===== config.mk =====
export PLATFORM = sky130hd
export DESIGN_NAME = cfu_pipe_arbiter
export DESIGN_NICKNAME = d
export VERILOG_FILES = /design/src/rtl/cfu_pipe_arbiter.sv
export SDC_FILE = /design/constraint.sdc
export NUM_CORES = 1
export LEC_CHECK = 0
export CAP_MARGIN = 10
export CORE_AREA = 4 4 115 117
export CTS_BUF_LIST = sky130_fd_sc_hd__clkbuf_16
export CTS_CLUSTER_SIZE = 16
export DETAILED_ROUTE_END_ITERATION = 8
export DIE_AREA = 0 0 119 121
export DONT_BUFFER_PORTS = 1
export SLEW_MARGIN = 20
export SYNTH_ARGS = -nofsm -noshare
export SYNTH_HDL_FRONTEND = slang
export SYNTH_SLANG_ARGS = --single-unit
export TNS_END_PERCENT = 1

===== constraint.sdc =====
create_clock -name clock -period 2.15 [get_ports clock]
set_input_delay 0 -clock clock [delete_from_list [all_inputs] [get_ports clock]]
set_output_delay 0 -clock clock [all_outputs]
set_load 0.005 [all_outputs]

===== src/rtl/cfu_pipe_arbiter.sv =====
// +----------------------------------------------------------------------------+
// | cfu_pipe_arbiter: round-robin sharing of one fixed-latency stateful CFU,   |
// | with exclusive lock sessions and tag-routed responses.        Rev 1.0      |
// +----------------------------------------------------------------------------+
`default_nettype none

module cfu_pipe_arbiter #(
  parameter int N_REQ             = 2,
  parameter int CFU_FUNCTION_ID_W = 1,
  parameter int CFU_REQ_RESP_ID_W = 6,
  parameter int CFU_DATA_W        = 32,
  parameter int CFU_LATENCY       = 3,
  parameter int LOCK_TIMEOUT      = 16
) (
  input  logic                                   clock,
  input  logic                                   reset,
  input  logic [N_REQ-1:0]                       req_valid,
  output logic [N_REQ-1:0]                       req_ready,
  input  logic [N_REQ-1:0]                       req_lock,
  input  logic [N_REQ*CFU_FUNCTION_ID_W-1:0]     req_function_id,
  input  logic [N_REQ*CFU_REQ_RESP_ID_W-1:0]     req_id,
  input  logic [N_REQ*2*CFU_DATA_W-1:0]          req_data,
  output logic [N_REQ-1:0]                       resp_valid,
  output logic [CFU_REQ_RESP_ID_W-1:0]           resp_id,
  output logic [CFU_DATA_W-1:0]                  resp_data,
  output logic                                   resp_ok,
  output logic                                   cfu_req_valid,
  output logic [CFU_FUNCTION_ID_W-1:0]           cfu_req_function_id,
  output logic [CFU_REQ_RESP_ID_W-1:0]           cfu_req_id,
  output logic [2*CFU_DATA_W-1:0]                cfu_req_data,
  output logic                                   cfu_clock_en,
  input  logic                                   cfu_resp_valid,
  input  logic [CFU_REQ_RESP_ID_W-1:0]           cfu_resp_id,
  input  logic [CFU_DATA_W-1:0]                  cfu_resp_data,
  input  logic                                   cfu_resp_ok,
  output logic                                   lock_timeout,
  output logic                                   err_unexpected
);

  localparam int IDX_W = (N_REQ > 1) ? $clog2(N_REQ) : 1;
  localparam int TMR_W = (LOCK_TIMEOUT > 1) ? $clog2(LOCK_TIMEOUT) : 1;
  localparam logic [TMR_W-1:0] TMR_LAST = TMR_W'(LOCK_TIMEOUT - 1);
  localparam bit TMO_EN = (LOCK_TIMEOUT > 0);

  typedef enum logic [0:0] {
    S_IDLE   = 1'b0,
    S_LOCKED = 1'b1
  } state_t;

  function automatic logic [IDX_W-1:0] wrap_inc(input logic [IDX_W-1:0] i);
    if (i == IDX_W'(N_REQ - 1)) return '0;
    return i + 1'b1;
  endfunction

  state_t             state_q, state_d;
  logic [IDX_W-1:0]   ptr_q, ptr_d;
  logic [IDX_W-1:0]   owner_q, owner_d;
  logic [TMR_W-1:0]   timer_q, timer_d;
  logic               lock_timeout_q, lock_timeout_d;
  logic               err_q, err_d;

  logic [CFU_LATENCY-1:0] tag_vld_q;
  logic [IDX_W-1:0]       tag_idx_q [CFU_LATENCY];

  logic [CFU_FUNCTION_ID_W-1:0] fid_a  [N_REQ];
  logic [CFU_REQ_RESP_ID_W-1:0] id_a   [N_REQ];
  logic [2*CFU_DATA_W-1:0]      data_a [N_REQ];

  logic               win_found;
  logic [IDX_W-1:0]   win_idx;
  logic [IDX_W-1:0]   cand;
  logic               resp_hit;

  genvar gi;
  for (gi = 0; gi < N_REQ; gi++) begin : g_unpack
    assign fid_a[gi]  = req_function_id[gi*CFU_FUNCTION_ID_W +: CFU_FUNCTION_ID_W];
    assign id_a[gi]   = req_id[gi*CFU_REQ_RESP_ID_W +: CFU_REQ_RESP_ID_W];
    assign data_a[gi] = req_data[gi*2*CFU_DATA_W +: 2*CFU_DATA_W];
  end

  // While locked only the owner is eligible; otherwise scan from the pointer.
  always_comb begin
    win_found = 1'b0;
    win_idx   = '0;
    cand      = ptr_q;
    if (!reset) begin
      if (state_q == S_LOCKED) begin
        win_found = req_valid[owner_q];
        win_idx   = owner_q;
      end else begin
        for (int k = 0; k < N_REQ; k++) begin
          if (!win_found && req_valid[cand]) begin
            win_found = 1'b1;
            win_idx   = cand;
          end
          cand = wrap_inc(cand);
        end
      end
    end
  end

  always_comb begin
    req_ready           = '0;
    cfu_req_valid       = win_found;
    cfu_req_function_id = '0;
    cfu_req_id          = '0;
    cfu_req_data        = '0;
    if (win_found) begin
      req_ready[win_idx]  = 1'b1;
      cfu_req_function_id = fid_a[win_idx];
      cfu_req_id          = id_a[win_idx];
      cfu_req_data        = data_a[win_idx];
    end
  end

  always_comb begin
    state_d        = state_q;
    ptr_d          = ptr_q;
    owner_d        = owner_q;
    timer_d        = timer_q;
    lock_timeout_d = 1'b0;
    if (win_found) ptr_d = wrap_inc(win_idx);
    case (state_q)
      S_IDLE: begin
        if (win_found && req_lock[win_idx]) begin
          state_d = S_LOCKED;
          owner_d = win_idx;
          timer_d = '0;
        end
      end
      S_LOCKED: begin
        if (win_found) begin
          timer_d = '0;
          if (!req_lock[win_idx]) state_d = S_IDLE;
        end else if (TMO_EN && (timer_q == TMR_LAST)) begin
          state_d        = S_IDLE;
          ptr_d          = wrap_inc(owner_q);
          timer_d        = '0;
          lock_timeout_d = 1'b1;
        end else begin
          timer_d = timer_q + 1'b1;
        end
      end
      default: state_d = S_IDLE;
    endcase
  end

  always_ff @(posedge clock) begin
    if (reset) begin
      state_q        <= S_IDLE;
      ptr_q          <= '0;
      owner_q        <= '0;
      timer_q        <= '0;
      lock_timeout_q <= 1'b0;
    end else begin
      state_q        <= state_d;
      ptr_q          <= ptr_d;
      owner_q        <= owner_d;
      timer_q        <= timer_d;
      lock_timeout_q <= lock_timeout_d;
    end
  end

  // Tag line mirrors the CFU pipeline so the last stage aligns with its output.
  always_ff @(posedge clock) begin
    if (reset) begin
      tag_vld_q <= '0;
      for (int s = 0; s < CFU_LATENCY; s++) tag_idx_q[s] <= '0;
    end else begin
      tag_vld_q[0] <= win_found;
      tag_idx_q[0] <= win_idx;
      for (int s = 1; s < CFU_LATENCY; s++) begin
        tag_vld_q[s] <= tag_vld_q[s-1];
        tag_idx_q[s] <= tag_idx_q[s-1];
      end
    end
  end

  assign resp_hit = !reset && cfu_resp_valid && tag_vld_q[CFU_LATENCY-1];

  always_comb begin
    resp_valid = '0;
    resp_id    = '0;
    resp_data  = '0;
    resp_ok    = 1'b0;
    if (resp_hit) begin
      resp_valid[tag_idx_q[CFU_LATENCY-1]] = 1'b1;
      resp_id   = cfu_resp_id;
      resp_data = cfu_resp_data;
      resp_ok   = cfu_resp_ok;
    end
  end

  assign err_d = err_q | (cfu_resp_valid ^ tag_vld_q[CFU_LATENCY-1]);

  always_ff @(posedge clock) begin
    if (reset) err_q <= 1'b0;
    else       err_q <= err_d;
  end

  assign cfu_clock_en   = 1'b1;
  assign lock_timeout   = lock_timeout_q;
  assign err_unexpected = err_q;

endmodule

`default_nettype wire


### Word-level counts from Yosys, hierarchy flattened

Memory sizes are Yosys's and may differ from the RTL's.
Cells that the tools add are included.

| storage, ports and cells | value |
|---|---|
| bits in writable memories | 3 |
| bits of input ports | 188 |
| memories kept | 1 |
| register bits | 12 |
| output and inout bits | 118 |

Memories:

| name | words | width | rd ports | clocked after Yosys merged registers in | write ports | RTL line | text |
|---|---|---|---|---|---|---|---|
| tag_idx_q | 3 | 1 | 3 | 0 | 3 | 63 | `logic [IDX_W-1:0] tag_idx_q [CFU_LATENCY];` |

| cells by class | value |
|---|---|
| eq/ne operators | 2 |
| bitwise operators | 7 |
| reduce and logical (&&, ||, !) cells | 10 |
| $lt $le $gt $ge | 8 |
| muxes and demuxes | 76 |
| add/subtract/negate cells | 4 |

Operator list:

| operator | count |
|---|---|
| $mux W64 | 4 |
| $mux W1 | 57 |
| $mux W32 | 1 |
| $mux W6 | 5 |
| $mux W4 | 3 |
| $lt A1 B2 Y1 const B | 5 |
| $pmux W4 S2 | 1 |
| $logic_and A1 B1 Y1 | 6 |
| $add A4 B1 Y4 const B | 1 |
| $eq A4 B4 Y1 const B | 1 |
| $mux W2 | 2 |
| $or A1 B1 Y1 | 4 |
| $add A1 B1 Y1 const B | 3 |
| $reduce_or A3 Y1 | 1 |
| $demux W1 S1 | 2 |
| $ge A1 B1 Y1 const B | 2 |
| $ge A2 B2 Y1 const B | 1 |
| $logic_not A1 Y1 | 2 |
| $ne A2 B2 Y1 const B | 1 |
| $not A1 Y2 | 1 |
| $pmux W1 S2 | 1 |
| $reduce_and A2 Y1 | 1 |
| $not A1 Y1 | 1 |
| $xor A1 B1 Y1 | 1 |

### Logic depth before layout (Yosys ltp)

Gate-level depths: netlist of run 1.

| logic depth | value |
|---|---|
| depth in word-level cells | 19 |
| gate-level depth with buffers | 5 |

### Worst setup path after synthesis of run 1

OpenSTA, ideal clock, no wires.

| timing | value |
|---|---|
| kind | register to register |
| start | register owner_q |
| end | register timer_q[0] |
| setup time | 0.072 ns |
| arrival | 1.277 ns |
| cell stages (with the launch flop) | 5 |
| period minus slack after synthesis | 1.349 ns |
| slack | 0.801 ns |
| path buffers | 0 |
| path through | dfxtp_1 mux2_2 nor3b_1 nand2_1 mux2i_1 |

| on the way | value |
|---|---|
| word-level cells in the longest chain between the ends | 6 |
| elaborated cells between the ends (all ways) | 12 |
| those cells by class | eq/ne (1); mux (10); reduce/logical (1) |

RTL lines:

| what | RTL line | text |
|---|---|---|
| from (decl) | 57 | `logic [IDX_W-1:0] owner_q, owner_d;` |
| from (signal assigned) | 158 | `owner_q <= owner_d;` |
| $mux W1, on equally long branches | 88, 87 |  |
| $mux W1, on equally long branches | 88, 86 |  |
| $mux W1, on equally long branches | 87, 125 |  |
| $mux W1, on equally long branches | 86, 125 |  |
| $mux W4 or $logic_and A1 B1 Y1 (tied branches) | 132, 125 |  |
| $pmux W4 S2 or $ne A2 B2 Y1 (tied branches) | n/a |  |
| to (signal assigned) | 159 | `timer_q <= timer_d;` |
| to (decl) | 58 | `logic [TMR_W-1:0] timer_q, timer_d;` |

Several ways; a longest one is shown, not always the timed one. The select of a mux whose other input is x is not followed.
A chain may end at the register's enable or synchronous reset.

### Worst setup path in the final report of run 1

| timing | value |
|---|---|
| start | register ptr_q |
| end | register ptr_q |

| on the way | value |
|---|---|
| word-level cells in the longest chain between the ends | 19 |
| elaborated cells between the ends (all ways) | 31 |
| those cells by class | add/sub (2); mux (27); reduce/logical (2) |

RTL lines:

| what | RTL line | text |
|---|---|---|
| from (decl) | 56 | `logic [IDX_W-1:0] ptr_q, ptr_d;` |
| from (signal assigned) | 157 | `ptr_q <= ptr_d;` |
| $mux W1 | 51 | `if (i == IDX_W'(N_REQ - 1)) return '0;` |
| $mux W1 | 87 | `if (state_q == S_LOCKED) begin` |
| $mux W1 | 86 | `if (!reset) begin` |
| $mux W1 | 52 | `return i + 1'b1;` |
| $mux W1 | 87 |  |
| $mux W1 | 86 |  |
| $mux W1 (not written as such) (2 in series) | 92 | `if (!win_found && req_valid[cand]) begin` |
| $logic_and A1 B1 Y1 | 92 |  |
| [... 2 more ...] | n/a |  |
| $mux W1 | 86 |  |
| $mux W1 | 51 |  |
| $mux W1 | 122 | `if (win_found) ptr_d = wrap_inc(win_idx);` |
| $mux W1 | 52 |  |
| $mux W1 | 122 |  |
| $mux W1 | 135 | `end else if (TMO_EN && (timer_q == TMR_LAST)) begin` |
| $mux W1 | 132 | `if (win_found) begin` |
| $mux W1 (*) | 123 | `case (state_q)` |

Every way passes the cells marked *; elsewhere a longest branch is shown, timed or not. The select of a mux whose other input is x is not followed.

==> results of run 1 <==
[layer usage]
metal	vias to the layer above	part of all wire, %	track usage [%]
met5	-	0.91	0
met4	14	1.3	1.96
met3	22	13	7.32
met2	124	50	20.0
met1	855	35	12.8
li1	761	-	-
[what timing repair did]
action / CTS / global route
endpoints found under the hold margin: 9 / 0
setup endpoints to repair: 0 / 1
hold buffers: 5 / 0
resized for setup: 0 / 2
[through the flow]
stage	util (%)	total power (W)	std cells
after floorplan	-	0.000547	206
after global placement	14.5	0.000569	359
after detailed placement	14.5	0.000577	359
after CTS	15.6	0.000952	368
after global routing	15.7	0.000989	369
final	15.7	0.000950	369
[layout make-up]
| class | count | area, um2 |
|---|---|---|
| Fill cell | 1387 | 10400 |
| Multi-Input combinational cell | 166 | 1230 |
| Sequential cell | 15 | 302 |
| Tap cell | 172 | 215 |
| Timing Repair Buffer | 8 | 97.6 |
| Clock buffer | 3 | 75.1 |
| Inverter | 3 | 11.3 |
| Clock inverter | 1 | 5.00 |
| Antenna cell | 1 | 2.50 |
[cells in the final DEF, fill, tap and decap left out, types with 2 or more instances in the layout]
cell	Yosys	final
nor4b_1	2	2
and3_2	0	2
nand2_1	4	4
mux2_2	2	2
o21ai_0	2	2
clkbuf_16	0	3
dfxtp_1	15	14
nand3b_1	2	2
nor2_1	5	5
mux2i_1	2	2
dlygate4sd3_1	0	5
and2_1	41	41
a21oi_1	4	4
buf_12	0	2
inv_1	3	3
nand3_1	4	4
nand4_1	2	2
nor3_1	2	2
nand2b_1	2	2
nor2b_1	8	8
a22o_1	71	71
[registers in the layout, summed over array words and instances (netlist names)]
signal          cells
timer_q             4
tag_idx_q           3
tag_vld_q           3
err_unexpected      1
lock_timeout        1
owner_q             1
ptr_q               1
state_q             1
[worst reg2reg max path, cell delays in order (launching register included)]
cell,delay (ps)
dfxtp_1,340
or3b_1,400
and3_2,240
buf_12,180
nor4_2,280
dlygate4sd3_1,580
[cells by family after synthesis]
logic type / Yosys count / synth area share, %
AND/OR/NAND/NOR: 79 / 28.3
AO/OA/AOI/OAI: 80 / 40.0
XOR/XNOR: 1 / 0.519
other: 1 / 0.222
flip-flops: 15 / 17.8
buffers and inverters: 25 / 9.93
adder cells (fa/ha/maj): 1 / 0.741
multiplexers: 4 / 2.52
[worst max-delay path by stage]
stage	endpoint
2_1_floorplan	timer_q[0]
3_3_place_gp	ptr_q
3_5_place_dp	ptr_q
5_1_grt	ptr_q
4_1_cts	ptr_q
6_report	ptr_q
[where the power goes]
part	switching [W]	total, W	internal (W)	leakage, nW
clock	0.000115	0.000363	0.000248	0.0409
sequential	0.0000127	0.000306	0.000293	0.123
combinational	0.000154	0.000281	0.000127	0.551
==> flow_metrics.py, run 1 <==
metrics = {
    "power_and_ir_drop": {
        "power.density_nw_per_um2": 490,
        "ir_drop_mv": 0.350,
        "p_leak_nw": 0.715,
    },
    "grt": {
        "grt_start_max_net_pins": 74,
        "grt-ovfl-total": 0,
        "grt_pass1_vias": 1590,
        "grt_usage_pct": 11.8,
        "antenna_found_initial": 8,
        "grt_pass1_wl_um": 12200,
    },
    "worst_hold_path": {
        "holdPathStages": 3,
        "hold_end": "tag_idx_q[0][0]",
        "worstHoldStart": "req_valid[0]",
        "hold_path_class": "in2reg",
    },
    "worst_setup_path": {
        "reg2reg_depth": 5,
        "r2r_end": "ptr_q",
        "r2r_slack_ps": 70,
        "worst_setup_path_end_kind": "register",
        "crit_path_start": "ptr_q",
        "critPathMaxStageDelay_ps": 580,
        "r2r-start": "ptr_q",
        "worstPathCellList": "or3b_1, and3_2, buf_12, nor4_2, dlygate4sd3_1",
        "crit_path_max_fanout": 73,
        "crit_buf_inv": 2,
        "cp.required_ps": 2340,
        "crit_arrival_ps": 2260,
        "crit_path_start_kind": "register",
        "path_class": "reg2reg",
        "cpMaxStageDelayCell": "dlygate4sd3_1",
        "worst-path-stages": 5,
        "path_delay_family": "simple AND/OR/NAND/NOR gates",
    },
    "clocking": {
        "numCtsBuffers": 3,
        "clk_pin_slew_worst_paths_ps": 50,
        "clock_sink_count": 15,
        "post_cts_buffers": 0,
        "tritoncts": "done",
        "htreeDepth": 1,
        "cts_buffer_depth": 2,
        "clk_latency_ps": 240,
        "root_buffer": "clkbuf_16",
    },
    "sta": {
        "fmax_mhz": 482,
        "period_share_pct": 96.5,
        "worst_pin_slew_ps": 552,
        "hold_viol_final": 0,
        "fin_crit_ps": 2080,
        "finalSetupViolCount": 0,
        "setup_ws_ps": 74.6,
        "skew_ps": 1.06,
        "relSlewSlack_pct": 63.1,
        "rsz0062_at_grt": "no",
        "slew_viol_final": 0,
        "tns_ps": 0,
        "holdWs_ps": 9.33,
    },
    "floorplanning": {
        "die_width_um": 119,
        "die_area_um2": 14400,
        "fp-row-count": 41,
        "io_pins": 306,
        "fp.dieH_um": 121,
        "initial_utilization_pct": 13.7,
        "core_um2": 12400,
    },
    "place": {
        "placed_area_um2": 1800,
        "io_buffers": 0,
        "hpwl_um": 8840,
        "gp_congestion": 0.715,
        "preCtsSetupSlack_ps": 592,
    },
    "detailed_routing": {
        "drtPass1Iterations": 4,
        "wirelength_um": 10100,
        "vias": 1776,
        "drtIter0Drc": 110,
        "vias_per_cell": 4.81,
        "wl_per_cell_um": 27.3,
        "drc": 0,
        "ant_nets": 0,
    },
    "final_layout": {
        "finish.instance_area_um2": 1940,
        "area_delta_synth_final_pct": 14.7,
        "final_layout_size_suffix_gt1_share_pct": 6.63,
        "nets": 386,
    },
    "job": {
        "drv_cap": 0,
    },
    "synth": {
        "synth_edf_count": 0,
        "synth_cells": 206,
        "synth_top_area_share_pct": 36.8,
        "syn-cell-area_um2": 1690,
        "synth_cell_types": 33,
        "synth_common_cells": "a22o_1, and2_1, dfxtp_1",
        "synth_area_leaders": "a22o_1, dfxtp_1, and2_1, buf_6, nor2b_1",
        "synth.most_common_cell": "a22o_1",
        "postSynthAreaPerCell_um2": 8.20,
        "synth_nets": 395,
        "async_flop_share_pct": 0,
        "synth_largest_area_cell": "a22o_1",
        "synth_seq_cells": 15,
        "ys.flop_type": "dfxtp_1",
        "ys_seq_area_share_pct": 17.8,
        "yosysWarnings": 0,
    },
    "run_status": {
        "status": "finished clean",
    },
}
Power figures use the tool's default switching activity.
==> inputs of run 2 (changes only) <==
--- a/config.mk
+++ b/config.mk
@@ -6,11 +6,11 @@
 export NUM_CORES = 1
 export LEC_CHECK = 0
 export CAP_MARGIN = 10
-export CORE_AREA = 4 4 115 117
+export CORE_AREA = 4 4 117 119
 export CTS_BUF_LIST = sky130_fd_sc_hd__clkbuf_16
 export CTS_CLUSTER_SIZE = 16
 export DETAILED_ROUTE_END_ITERATION = 8
-export DIE_AREA = 0 0 119 121
+export DIE_AREA = 0 0 121 123
 export DONT_BUFFER_PORTS = 1
 export SLEW_MARGIN = 20
 export SYNTH_ARGS = -nofsm -noshare
==> flow_metrics.py, run 2 (synthesized netlist as in run 1, its figures left out) <==
metrics = {
    "worst_setup_path": {
        "path_class": "reg2reg",
        "crit_path_start_kind": "register",
        "worst_setup_path_end_kind": "register",
        "critPathMaxStageDelay_ps": 570,
        "worstPathCellList": "ha_1, nand3_1, a21o_1, a21oi_1, nor4_1, dlygate4sd3_1",
        "crit_path_max_fanout": 5,
        "cpMaxStageDelayCell": "dlygate4sd3_1",
        "cp.required_ps": 2270,
        "crit_arrival_ps": 2060,
    },
    "power_and_ir_drop": {
        "ir_drop_mv": 0.457,
        "p_int_w": 0.000664,
        "power_w": 0.000933,
        "p_leak_nw": 0.710,
        "power.density_nw_per_um2": 486,
        "power_frac_seq_pct": 32.7,
        "clkPwrFrac_pct": 36.8,
        "swShare_pct": 28.8,
        "pwr-share-comb_pct": 30.4,
        "p_switching_w": 0.000269,
    },
    "detailed_routing": {
        "drtIter0Drc": 93,
        "vias": 1772,
        "ant_nets": 0,
        "wl_per_cell_um": 25.5,
        "wirelength_um": 9380,
        "vias_per_cell": 4.82,
        "drc": 0,
        "drtPass1Iterations": 4,
    },
    "final_layout": {
        "nets": 385,
        "largest_register": "timer_q",
        "final_common_cell": "a22o_1",
        "area_delta_synth_final_pct": 13.8,
        "final_cell_mix": "a22o_1, and2_1, dfxtp_1",
        "largest_reg_flops": 4,
        "final_cells": 368,
        "reg.largest.list": "timer_q (4), tag_idx_q (3), tag_vld_q (3)",
        "nFillCells": 1415,
        "final_layout_size_suffix_gt1_share_pct": 4.62,
        "fin_util_pct": 15.3,
    },
    "run_status": {
        "status": "finished clean",
    },
    "floorplanning": {
        "initial_utilization_pct": 13.4,
        "die_area_um2": 14900,
        "fp.dieH_um": 123,
        "die_width_um": 121,
        "io_pins": 306,
        "core_um2": 12600,
        "fp-row-count": 41,
    },
    "sta": {
        "slew_viol_final": 0,
        "fmax_mhz": 517,
        "skew_ps": 0.431,
        "worst_pin_slew_ps": 846,
        "fin_crit_ps": 1940,
        "finalSetupViolCount": 0,
        "period_share_pct": 90.0,
        "rsz0062_at_grt": "no",
        "relSlewSlack_pct": 43.6,
        "tns_ps": 0,
        "hold_viol_final": 0,
        "holdWs_ps": 2.06,
    },
    "grt": {
        "antenna_found_initial": 1,
        "grt_pass1_wl_um": 11100,
        "grt_pass1_vias": 1575,
        "grt_start_max_net_pins": 73,
        "grt-ovfl-total": 0,
        "grt_usage_pct": 10.2,
    },
    "clocking": {
        "root_buffer": "clkbuf_16",
        "post_cts_buffers": 0,
        "tritoncts": "done",
        "clock_sink_count": 15,
        "numCtsBuffers": 3,
        "postCtsResizedCells": 0,
        "hold_buffers": 5,
        "cts_buffer_depth": 2,
        "clk_pin_slew_worst_paths_ps": 50,
        "htreeDepth": 1,
        "clk_latency_ps": 240,
    },
    "place": {
        "io_buffers": 0,
        "gp_congestion": 0.822,
        "hpwl_um": 8390,
        "dp_cells": 358,
    },
    "job": {
        "drv_cap": 0,
    },
    "worst_hold_path": {
        "hold_path_class": "in2reg",
    },
}
## run 2: per-layer routing
layer	track usage, %	wire length (um)	up-vias
met5	0	0	-
met4	1.27	95	0
met3	2.24	741	4
met2	18.4	5010	138
met1	12.8	3540	872
li1	-	-	758
## run 2: critical path, delay by kind of cell, from the launching register on
family	cells	cell delay (ps)
AOI/OAI and AO/OA	2	370
adders and majority gates	1	220
DFF	1	370
buffers and inverters	1	570
and+or+nand+nor	2	280
## run 2: power by group through the flow
stage               registers [W]  clock network, W  logic [W]
floorplan                0.000307                 0   0.000240
global placement         0.000309                 0   0.000273
detailed placement       0.000311                 0   0.000276
CTS                      0.000305          0.000356   0.000289
global route             0.000307          0.000371   0.000306
finish                   0.000306          0.000344   0.000284
## run 2: through the flow
| step | worst slack, ps | instance area [um2] |
|---|---|---|
| 6_report | 215 | 1920 |
| 3_5_place_dp | 609 | 1790 |
| 2_1_floorplan | 801 | 1690 |
| 4_1_cts | 250 | 1920 |
| 5_1_grt | 117 | 1920 |
| 3_3_place_gp | 666 | 1790 |
## run 2: worst paths after layout
| check | startpoint | end | slack [ps] | depth (start not counted) |
|---|---|---|---|---|
| max | timer_q[0] | ptr_q | 210 | 6 |
| min | req_valid[1] | lock_timeout | 2 | 2 |
| max reg2reg | timer_q[0] | ptr_q | 210 | 6 |
| min reg2reg | tag_vld_q[0] | tag_vld_q[1] | 430 | 1 |
## run 2: layout make-up
cell class	instances	area (um2)	share of cell area, %
diodes	1	2.50	0.130
clock buffers	3	75.1	3.91
clock inverters	1	3.75	0.195
inverters	3	11.3	0.586
multi-input cells	166	1220	63.7
flip-flops and latches	15	300	15.6
well taps	172	215	11.2
repair buffers	7	90.1	4.69
==> inputs of run 3 (changes only) <==
--- a/config.mk
+++ b/config.mk
@@ -6,12 +6,15 @@
 export NUM_CORES = 1
 export LEC_CHECK = 0
 export CAP_MARGIN = 10
-export CORE_AREA = 4 4 117 119
+export CELL_PAD_IN_SITES_DETAIL_PLACEMENT = 1
+export CELL_PAD_IN_SITES_GLOBAL_PLACEMENT = 1
+export CORE_AREA = 4 4 118 120
 export CTS_BUF_LIST = sky130_fd_sc_hd__clkbuf_16
 export CTS_CLUSTER_SIZE = 16
 export DETAILED_ROUTE_END_ITERATION = 8
-export DIE_AREA = 0 0 121 123
+export DIE_AREA = 0 0 122 124
 export DONT_BUFFER_PORTS = 1
+export PLACE_DENSITY_LB_ADDON = 0.1
 export SLEW_MARGIN = 20
 export SYNTH_ARGS = -nofsm -noshare
 export SYNTH_HDL_FRONTEND = slang
==> flow_metrics.py, run 3 (synthesized netlist as in run 1, its figures left out) <==
metrics = {
    "final_layout": {
        "nets": 388,
        "area_delta_synth_final_pct": 14.5,
        "largest_reg_flops": 4,
        "largest_register": "timer_q",
        "final_cells": 374,
        "final_cell_mix": "a22o_1, and2_1, dfxtp_1",
        "final_common_cell": "a22o_1",
        "diodes": 0,
        "final_layout_size_suffix_gt1_share_pct": 6.06,
        "fin_util_pct": 14.9,
        "reg.largest.list": "timer_q (4), tag_idx_q (3), tag_vld_q (3)",
    },
    "power_and_ir_drop": {
        "p_leak_nw": 0.722,
        "ir_drop_mv": 0.195,
        "power_w": 0.000938,
        "power.density_nw_per_um2": 485,
    },
    "clocking": {
        "clock_sink_count": 15,
        "root_buffer": "clkbuf_16",
        "tritoncts": "done",
        "postCtsResizedCells": 0,
        "clk_pin_slew_worst_paths_ps": 50,
        "numCtsBuffers": 3,
        "cts_buffer_depth": 2,
        "post_cts_buffers": 0,
        "htreeDepth": 1,
        "clk_latency_ps": 240,
    },
    "worst_setup_path": {
        "worst_setup_path_end_kind": "register",
        "r2r-start": "state_q",
        "cp.required_ps": 2340,
        "crit_path_start_kind": "register",
        "crit_arrival_ps": 2180,
        "path_class": "reg2reg",
        "crit_path_max_fanout": 13,
        "r2r_slack_ps": 160,
        "crit_path_start": "state_q",
    },
    "floorplanning": {
        "fp.dieH_um": 124,
        "fp-row-count": 42,
        "initial_utilization_pct": 13.0,
        "io_pins": 306,
        "core_um2": 13000,
        "die_area_um2": 15100,
        "die_width_um": 122,
    },
    "grt": {
        "grt_usage_pct": 7.88,
        "grt_pass1_wl_um": 9430,
        "antenna_found_initial": 0,
        "grt-ovfl-total": 0,
        "grt_start_max_net_pins": 62,
        "grt_pass1_vias": 1694,
    },
    "detailed_routing": {
        "vias_per_cell": 4.59,
        "vias": 1718,
        "wl_per_cell_um": 20.8,
        "wirelength_um": 7780,
        "drc": 0,
        "drtIter0Drc": 87,
        "drtPass1Iterations": 4,
        "ant_nets": 0,
    },
    "sta": {
        "fmax_mhz": 502,
        "tns_ps": 0,
        "fin_crit_ps": 1990,
        "period_share_pct": 92.7,
        "finalSetupViolCount": 0,
        "hold_viol_final": 0,
        "setup_ws_ps": 157,
        "slew_viol_final": 0,
        "rsz0062_at_grt": "no",
        "skew_ps": 4.84,
    },
    "place": {
        "io_buffers": 0,
        "dp_cells": 365,
        "preCtsSetupSlack_ps": 557,
        "hpwl_um": 6530,
        "gp_congestion": 0.641,
    },
    "worst_hold_path": {
        "worstHoldStart": "reset",
        "hold_path_class": "in2reg",
    },
    "job": {
        "drv_cap": 0,
    },
    "run_status": {
        "status": "finished clean",
    },
}
[run 3: cell types whose count changed in the layout (fill, tap and decap cells not counted)]
cell     change
buf_4        +4
buf_12       -1
diode_2      -1
[run 3: timing repair]
action                                  CTS  global route
hold buffers                              5             0
endpoints found under the hold margin     9             0
endpoints found under the setup margin    0             0
[run 3: final timing paths]
check	end	depth (start not counted)
setup / recovery	ptr_q	4
hold / removal	owner_q	2
setup reg to reg	ptr_q	4
hold reg to reg	tag_vld_q[1]	1
[run 3: cell type report]
cell class / instances / area [um2]
clock buffers: 3 / 75.1
clock inverters: 1 / 3.75
fillers: 1552 / 11000
inverters: 3 / 11.3
multi-input cells: 166 / 1220
flip-flops and latches: 15 / 300
well taps: 176 / 220
repair buffers: 10 / 100
[run 3: power breakdown]
part | internal [W] | switching (W)
Clock | 0.000246 | 0.000113
Sequential | 0.000293 | 0.0000130
Combinational | 0.000125 | 0.000147
[run 3: worst max-delay path, cell delays in order, from the launching register on]
cell and delay, ps:
dfxtp_1 380, or3b_1 390, and3_2 330, nor4_1 270
dlygate4sd3_1 570
[run 3: metal layers]
metal / track usage, % / up-vias / share of wire [%]
li1: - / 762 / -
met1: 9.95 / 830 / 38
met2: 13.8 / 126 / 51
met3: 2.50 / 0 / 11
met4: 0.420 / 0 / 0
met5: 0 / - / 0
[run 3: per-stage QoR]
step | instance area [um2] | hold WS [ps]
after global routing | 1930 | 8.95
after floorplan | 1690 | 110
final | 1930 | 12.9
after global placement | 1810 | 63.2
after detailed placement | 1810 | 65.0
after CTS | 1930 | 6.76
